--- src/rtl/cpu_pkg.sv ---
// Shared constants and the writeback entry type.
// Every block on the writeback path imports this package.
package cpu_pkg;

  localparam int XLEN      = 32;
  localparam int NREG      = 32;
  localparam int REG_IDX_W = $clog2(NREG);

  typedef logic [REG_IDX_W-1:0] reg_idx_t;

  typedef struct packed {
    reg_idx_t        rd;
    logic [XLEN-1:0] data;
  } wb_entry_t;

endpackage

--- src/rtl/wb_commit_ctrl_if.sv ---
// Result, issue, decode-query and register-file write-port signals of the writeback controller.
// The master modport is the pipeline side; the slave modport is the controller.
interface wb_commit_ctrl_if;
  import cpu_pkg::*;

  logic            pipeline_en;
  logic            alu_valid;
  reg_idx_t        alu_rd;
  logic [XLEN-1:0] alu_data;
  logic            lsu_valid;
  logic            lsu_ready;
  reg_idx_t        lsu_rd;
  logic [XLEN-1:0] lsu_data;
  logic            iss_valid;
  reg_idx_t        iss_rd;
  reg_idx_t        rs1;
  reg_idx_t        rs2;
  logic            rs1_busy;
  logic            rs2_busy;
  logic            wen;
  reg_idx_t        rd;
  logic [XLEN-1:0] wdata;
  logic            waw_err;

  modport master (
    output pipeline_en, alu_valid, alu_rd, alu_data,
    output lsu_valid, lsu_rd, lsu_data, iss_valid, iss_rd, rs1, rs2,
    input  lsu_ready, rs1_busy, rs2_busy, wen, rd, wdata, waw_err
  );

  modport slave (
    input  pipeline_en, alu_valid, alu_rd, alu_data,
    input  lsu_valid, lsu_rd, lsu_data, iss_valid, iss_rd, rs1, rs2,
    output lsu_ready, rs1_busy, rs2_busy, wen, rd, wdata, waw_err
  );
endinterface

--- src/rtl/wb_fifo.sv ---
// Small synchronous FIFO of writeback entries.
// Ready depends only on fullness, so there is no combinational path from pop to push_ready.
module wb_fifo
  import cpu_pkg::*;
#(
  parameter int DEPTH = 2
) (
  input  logic      clk,
  input  logic      rst_n,
  input  logic      push_valid,
  output logic      push_ready,
  input  wb_entry_t push_data,
  input  logic      pop,
  output logic      empty,
  output wb_entry_t head
);

  localparam int AW = $clog2(DEPTH);

  logic [AW:0] wr_ptr;
  logic [AW:0] rd_ptr;
  wb_entry_t   mem [DEPTH];
  logic        full;
  logic        do_push;
  logic        do_pop;

  assign full       = (wr_ptr[AW] != rd_ptr[AW]) && (wr_ptr[AW-1:0] == rd_ptr[AW-1:0]);
  assign empty      = (wr_ptr == rd_ptr);
  assign push_ready = !full;
  assign do_push    = push_valid && push_ready;
  assign do_pop     = pop && !empty;
  assign head       = mem[rd_ptr[AW-1:0]];

  // NOTE: storage has no reset; only the pointers decide which entries are valid.
  always_ff @(posedge clk) begin
    if (do_push) mem[wr_ptr[AW-1:0]] <= push_data;
  end

  // NOTE: state flops use non-blocking assignments so every flop samples pre-edge values.
  always_ff @(posedge clk or negedge rst_n) begin
    if (!rst_n) begin
      wr_ptr <= '0;
      rd_ptr <= '0;
    end else begin
      if (do_push) wr_ptr <= wr_ptr + 1'b1;
      if (do_pop)  rd_ptr <= rd_ptr + 1'b1;
    end
  end

endmodule

--- src/rtl/wb_commit_ctrl.sv ---
// Writeback controller: arbitrates ALU vs buffered long-latency results onto the register
// file write port and tracks pending long-latency destinations for decode stalls.
module wb_commit_ctrl
  import cpu_pkg::*;
#(
  parameter int FIFO_DEPTH = 2
) (
  input  logic              clk,
  input  logic              rst_n,
  wb_commit_ctrl_if.slave   bus
);

  wb_entry_t       push_entry;
  wb_entry_t       head;
  logic            fifo_empty;
  logic            alu_hit;
  logic            pop;
  logic            head_writes;
  logic [NREG-1:0] pending;
  logic [NREG-1:0] pending_nxt;
  logic            waw_err_q;

  assign push_entry = '{rd: bus.lsu_rd, data: bus.lsu_data};

  wb_fifo #(.DEPTH(FIFO_DEPTH)) u_fifo (
    .clk        (clk),
    .rst_n      (rst_n),
    .push_valid (bus.lsu_valid),
    .push_ready (bus.lsu_ready),
    .push_data  (push_entry),
    .pop        (pop),
    .empty      (fifo_empty),
    .head       (head)
  );

  assign alu_hit     = bus.alu_valid && (bus.alu_rd != '0);
  assign pop         = bus.pipeline_en && !alu_hit && !fifo_empty;
  assign head_writes = (head.rd != '0);

  // Write port stays combinational so the register file's write bypass sees it this cycle.
  // NOTE: every output gets a default first so no path through this block infers a latch.
  always_comb begin
    bus.wen   = 1'b0;
    bus.rd    = '0;
    bus.wdata = '0;
    if (alu_hit) begin
      bus.wen   = 1'b1;
      bus.rd    = bus.alu_rd;
      bus.wdata = bus.alu_data;
    end else if (!fifo_empty) begin
      bus.wen   = head_writes;
      bus.rd    = head.rd;
      bus.wdata = head.data;
    end
  end

  // Clear on commit first, then set, so a same-cycle issue to that register wins.
  always_comb begin
    pending_nxt = pending;
    if (pop && head_writes) pending_nxt[head.rd] = 1'b0;
    if (bus.iss_valid && bus.pipeline_en && (bus.iss_rd != '0)) pending_nxt[bus.iss_rd] = 1'b1;
    pending_nxt[0] = 1'b0;
  end

  always_ff @(posedge clk or negedge rst_n) begin
    if (!rst_n) begin
      pending   <= '0;
      waw_err_q <= 1'b0;
    end else begin
      pending <= pending_nxt;
      if (bus.pipeline_en && alu_hit && pending[bus.alu_rd]) waw_err_q <= 1'b1;
    end
  end

  assign bus.waw_err  = waw_err_q;
  // A source committing this cycle is forwarded by the register file, so it is not busy.
  assign bus.rs1_busy = (bus.rs1 != '0) && pending[bus.rs1] && !(pop && (head.rd == bus.rs1));
  assign bus.rs2_busy = (bus.rs2 != '0) && pending[bus.rs2] && !(pop && (head.rd == bus.rs2));

endmodule

--- src/flat_wrapper.sv ---
// flat-port wrapper written by rule: the top's interface ports become plain ports
module wb_commit_ctrl_flat import cpu_pkg::*;
#(
  parameter int FIFO_DEPTH = 2
)
  (clk, rst_n, bus_pipeline_en, bus_alu_valid, bus_alu_rd, bus_alu_data, bus_lsu_valid, bus_lsu_rd, bus_lsu_data, bus_iss_valid, bus_iss_rd, bus_rs1, bus_rs2, bus_lsu_ready, bus_rs1_busy, bus_rs2_busy, bus_wen, bus_rd, bus_wdata, bus_waw_err);
  wb_commit_ctrl_if bus_i ();
  input  logic clk;
  input  logic rst_n;
  input wire logic [$bits(bus_i.pipeline_en)-1:0] bus_pipeline_en;
  input wire logic [$bits(bus_i.alu_valid)-1:0] bus_alu_valid;
  input wire logic [$bits(bus_i.alu_rd)-1:0] bus_alu_rd;
  input wire logic [$bits(bus_i.alu_data)-1:0] bus_alu_data;
  input wire logic [$bits(bus_i.lsu_valid)-1:0] bus_lsu_valid;
  input wire logic [$bits(bus_i.lsu_rd)-1:0] bus_lsu_rd;
  input wire logic [$bits(bus_i.lsu_data)-1:0] bus_lsu_data;
  input wire logic [$bits(bus_i.iss_valid)-1:0] bus_iss_valid;
  input wire logic [$bits(bus_i.iss_rd)-1:0] bus_iss_rd;
  input wire logic [$bits(bus_i.rs1)-1:0] bus_rs1;
  input wire logic [$bits(bus_i.rs2)-1:0] bus_rs2;
  output wire logic [$bits(bus_i.lsu_ready)-1:0] bus_lsu_ready;
  output wire logic [$bits(bus_i.rs1_busy)-1:0] bus_rs1_busy;
  output wire logic [$bits(bus_i.rs2_busy)-1:0] bus_rs2_busy;
  output wire logic [$bits(bus_i.wen)-1:0] bus_wen;
  output wire logic [$bits(bus_i.rd)-1:0] bus_rd;
  output wire logic [$bits(bus_i.wdata)-1:0] bus_wdata;
  output wire logic [$bits(bus_i.waw_err)-1:0] bus_waw_err;
  assign bus_i.pipeline_en = bus_pipeline_en;
  assign bus_i.alu_valid = bus_alu_valid;
  assign bus_i.alu_rd = bus_alu_rd;
  assign bus_i.alu_data = bus_alu_data;
  assign bus_i.lsu_valid = bus_lsu_valid;
  assign bus_i.lsu_rd = bus_lsu_rd;
  assign bus_i.lsu_data = bus_lsu_data;
  assign bus_i.iss_valid = bus_iss_valid;
  assign bus_i.iss_rd = bus_iss_rd;
  assign bus_i.rs1 = bus_rs1;
  assign bus_i.rs2 = bus_rs2;
  assign bus_lsu_ready = bus_i.lsu_ready;
  assign bus_rs1_busy = bus_i.rs1_busy;
  assign bus_rs2_busy = bus_i.rs2_busy;
  assign bus_wen = bus_i.wen;
  assign bus_rd = bus_i.rd;
  assign bus_wdata = bus_i.wdata;
  assign bus_waw_err = bus_i.waw_err;
  wb_commit_ctrl #(.FIFO_DEPTH(FIFO_DEPTH)) u_core (.clk(clk), .rst_n(rst_n), .bus(bus_i));
endmodule
--- config.mk ---
export PLATFORM = sky130hd
export DESIGN_NAME = wb_commit_ctrl_flat
export DESIGN_NICKNAME = d
export VERILOG_FILES = /design/src/rtl/cpu_pkg.sv /design/src/rtl/wb_commit_ctrl_if.sv /design/src/rtl/wb_fifo.sv /design/src/rtl/wb_commit_ctrl.sv /design/src/flat_wrapper.sv
export SDC_FILE = /design/constraint.sdc
export NUM_CORES = 1
export LEC_CHECK = 0
export CAP_MARGIN = 20
export CELL_PAD_IN_SITES_DETAIL_PLACEMENT = 0
export CELL_PAD_IN_SITES_GLOBAL_PLACEMENT = 2
export CORE_UTILIZATION = 29
export CTS_CLUSTER_SIZE = 30
export DETAILED_ROUTE_END_ITERATION = 7
export GPL_ROUTABILITY_DRIVEN = 0
export GPL_TIMING_DRIVEN = 0
export HOLD_SLACK_MARGIN = 0.1
export PLACE_DENSITY = 0.77
export SLEW_MARGIN = 20
export SYNTH_ARGS = -nofsm -noshare
export SYNTH_HDL_FRONTEND = slang
export SYNTH_SLANG_ARGS = --single-unit
--- constraint.sdc ---
create_clock -name clk -period 2.7 [get_ports clk]
set_clock_uncertainty 0.05 [all_clocks]
set_input_delay 0.27 -clock clk [delete_from_list [all_inputs] [get_ports clk]]
set_output_delay 0.27 -clock clk [all_outputs]
set_load 0.005 [all_outputs]
==> reports/qor.csv <==
stage;metric;value;unit
outcome;status;completed;
yosys;EDFF count, synth;74;
yosys;Post-Synthesis Cells;471;
floorplan;core area;0.0194;mm²
timing;Max Fclk;395;MHz
final_layout;final-stage net count;718;
grt;GRT Util Overall;17.4;%
grt;initial antenna violation count;0;
clock_tree;H-tree depth;3;
timing;setup_tns;0;ns
floorplan;Ports;137;
clock_tree;Worst-path clk slew;0.08;ns
timing;RSZ-0062 raised after global routing;false;
power_and_ir_drop;Net Sw Frac;37.1;%
min_path;Hold Path Origin;bus_iss_rd[2];
clock_tree;worst-skew pair later-pin latency;0.35;ns
route;1st-iter DRT viols;231;
clock_tree;Longest Clk Path Bufs;2;
yosys;Syn Nets;566;
yosys;Syn Area/Cell;12.2;µm²
route;Detail Route Antenna Nets;0;
power_and_ir_drop;Leak;0.00301;µW
route;Routed WL per cell;19.1;µm
route;1st-pass router iterations;4;
power_and_ir_drop;Seq pwr share;37.7;%
grt;global-route wire length before repair;26300;µm
floorplan;initial core utilization;29.5;%
final_layout;share of layout cells above drive strength 1;15.0;%
yosys;register bit total from synthesis;110;
setup_path;Crit path required time;2.38;ns
power_and_ir_drop;Int Pwr;4640;µW
power_and_ir_drop;Max VDD drop;498;µV
power_and_ir_drop;clock share of power;18.0;%
final_layout;Layout area overhead;37.5;%
yosys;main flop type after synthesis;edfxtp_1;
final_layout;most common library cell in the layout ignoring fill and taps;clkdlybuf4s50_1;
route;Residual DRC;0;
floorplan;Die H;143;µm
grt;vias in the first global route;4614;
power_and_ir_drop;Power Total;7380;µW
final_layout;Ant. Diodes;0;
route;final wirelength;17100;µm
clock_tree;Root Buffer;clkbuf_16;
setup_path;CP Launch Type;input pin;
setup_path;Reg-to-Reg Start;u_core.u_fifo.rd_ptr[0]$_DFFE_PN0P_;
timing;Slew HR;56.4;%
final_layout;Filler Cell Count;1923;
placement;I/O Buffers;126;
final_layout;final core utilization;40.6;%
timing;Slew Limit Fails;0;
power_and_ir_drop;Power Density;937;mW/mm²
timing;fin crit period;2.53;ns
timing;final hold vios;0;
grt;largest net degree at the start of global routing;30;
min_path;Hold WC Path Type;in -> reg;
yosys;Synth Warn #;0;
grt;grt ovf;0;
clock_tree;CTS tree;yes;
yosys;Post-Syn Area;0.00573;mm²
route;mean number of vias per cell;5.04;
yosys;sequential area share after synthesis;54.5;%
floorplan;row count;51;
timing;actual slew at the worst max-slew pin;0.654;ns
setup_path;CP startpoint;bus_alu_rd[0];
flow_run;max cap viols;0;
yosys;Async SR Flop Fraction;32.7;%
power_and_ir_drop;P_sw;2740;µW
setup_path;Crit Path Category;in -> out;
floorplan;Die Span X;143;µm
placement;DP Wirelength;13000;µm
route;via count;4498;
power_and_ir_drop;Gate power share;44.2;%
setup_path;Worst EP arrival;2.21;ns
setup_path;Setup crit end kind;output port;
clock_tree;CTS buffer count;9;
clock_tree;CTS sink cnt;110;
floorplan;die area;0.0203;mm²
final_layout;commonest cells after routing, fill and taps aside;82 x clkdlybuf4s50_1, 74 x edfxtp_1, 62 x o21ai_0;
timing;Tcrit/Tclk final;93.7;%
yosys;Yosys cell types;45;
setup_path;Crit Path Max Fanout;10;
timing;Final Setup Violations;0;
## synthesized netlist by cell type, drive strengths merged, types with 2 or more instances
cell     number  area share, %
o21a          2           0.26
xnor2        14            2.1
mux2i        53            9.3
or3           2           0.22
edfxtp       74             39
mux4         16            6.3
nor3          4           0.55
o31ai        38            5.0
o41ai         4           0.61
a21oi         8           0.70
nand3b        4           0.52
xor2          2           0.31
and3b         2           0.31
o21ai        65            5.9
dfrtp        36             16
mux2          3           0.59
nor2          9           0.59
nor2b         5           0.55
and2          2           0.22
o2111ai       2           0.31
buf          20            2.1
inv           5           0.33
nand2b        3           0.33
nor3b         2           0.26
nand2        53            3.5
nand4         9            1.3
nand3        13            1.1
clkbuf       10           0.66
a32oi         2           0.31
## layer usage
layer,part of all wire (%),vias up,GRT usage [%]
li1,-,2123,-
met1,45,2245,23.0
met2,49,106,28.6
met3,3.6,24,2.49
met4,2.4,0,6.62
met5,0,-,0
## flip-flops by register name, indices dropped and copies added, names as in the netlist
register              cells
u_core.bus.waw_err        1
u_core.pending           31
u_core.u_fifo.mem        74
u_core.u_fifo.rd_ptr      2
u_core.u_fifo.wr_ptr      2
## kinds of logic (layout without fill, tap and decap cells)
kind of cell	Yosys count	count (layout)	synth area share [%]
flip-flops	110	110	54.5
buffers and inverters	35	192	3.06
AND/OR/NAND/NOR	113	113	10.2
multiplexers	72	72	16.1
AO/OA/AOI/OAI	125	125	13.6
XOR/XNOR	16	16	2.45
## power by group through the flow
stage	Combinational (µW)	Sequential, µW	Clock [µW]
4_1_cts	3260	2780	1360
2_1_floorplan	1780	2670	0
6_report	3260	2780	1330
3_5_place_dp	3150	2810	0
3_3_place_gp	3010	2770	0
5_1_grt	3560	2840	1430
## critical path, stage by stage
cell and delay [ns]:
clkdlybuf4s15_2 0.25, or4_4 0.58, o21a_1 0.20, buf_6 0.14
buf_4 0.18, o31ai_1 0.29, dlygate4sd2_1 0.31
## final cells by class
cell class	count	area, µm²	area share [%]
multi-input combinational	326	2520	32.0
clock buffer	9	225	2.86
clock inverter	7	72.6	0.921
inverter	5	18.8	0.238
sequential	110	3120	39.7
tap	265	332	4.21
buffer	30	204	2.59
timing repair buffer	141	1380	17.5
## per-stage QoR
| stage | instance area [µm²] | setup slack [ns] | instances | hold WS, ns |
|---|---|---|---|---|
| 3_5_place_dp | 7400 | -0.488 | 865 | 0.0982 |
| 2_1_floorplan | 5730 | 0.412 | 471 | -0.0756 |
| 5_1_grt | 7880 | 0.0554 | 893 | 0.238 |
| 3_3_place_gp | 7320 | -0.439 | 862 | 0.425 |
| 6_report | 7880 | 0.170 | 893 | 0.210 |
| 4_1_cts | 7830 | -0.106 | 889 | 0.202 |
## worst paths after layout
path | cells past startpoint | slack [ns] | end
setup / recovery | 7 | 0.17 | bus_rd[4]
hold / removal | 3 | 0.21 | u_core.pending[15]$_DFF_PN0_
setup reg to reg | 6 | 0.52 | u_core.pending[8]$_DFF_PN0_
hold reg to reg | 1 | 0.44 | u_core.u_fifo.wr_ptr[1]$_DFFE_PN0P_
max in group asynchronous | 3 | 1.92 | u_core.pending[26]$_DFF_PN0_
min in group asynchronous | 2 | 0.26 | u_core.pending[11]$_DFF_PN0_
## repair_timing
action	in CTS	in global routing
pin swaps	2	0
resized for setup	75	5
setup buffers	7	4
endpoints found under the hold margin	36	0
hold buffers	1	0
endpoints found under the setup margin	40	3
Power figures use the tool's default switching activity.
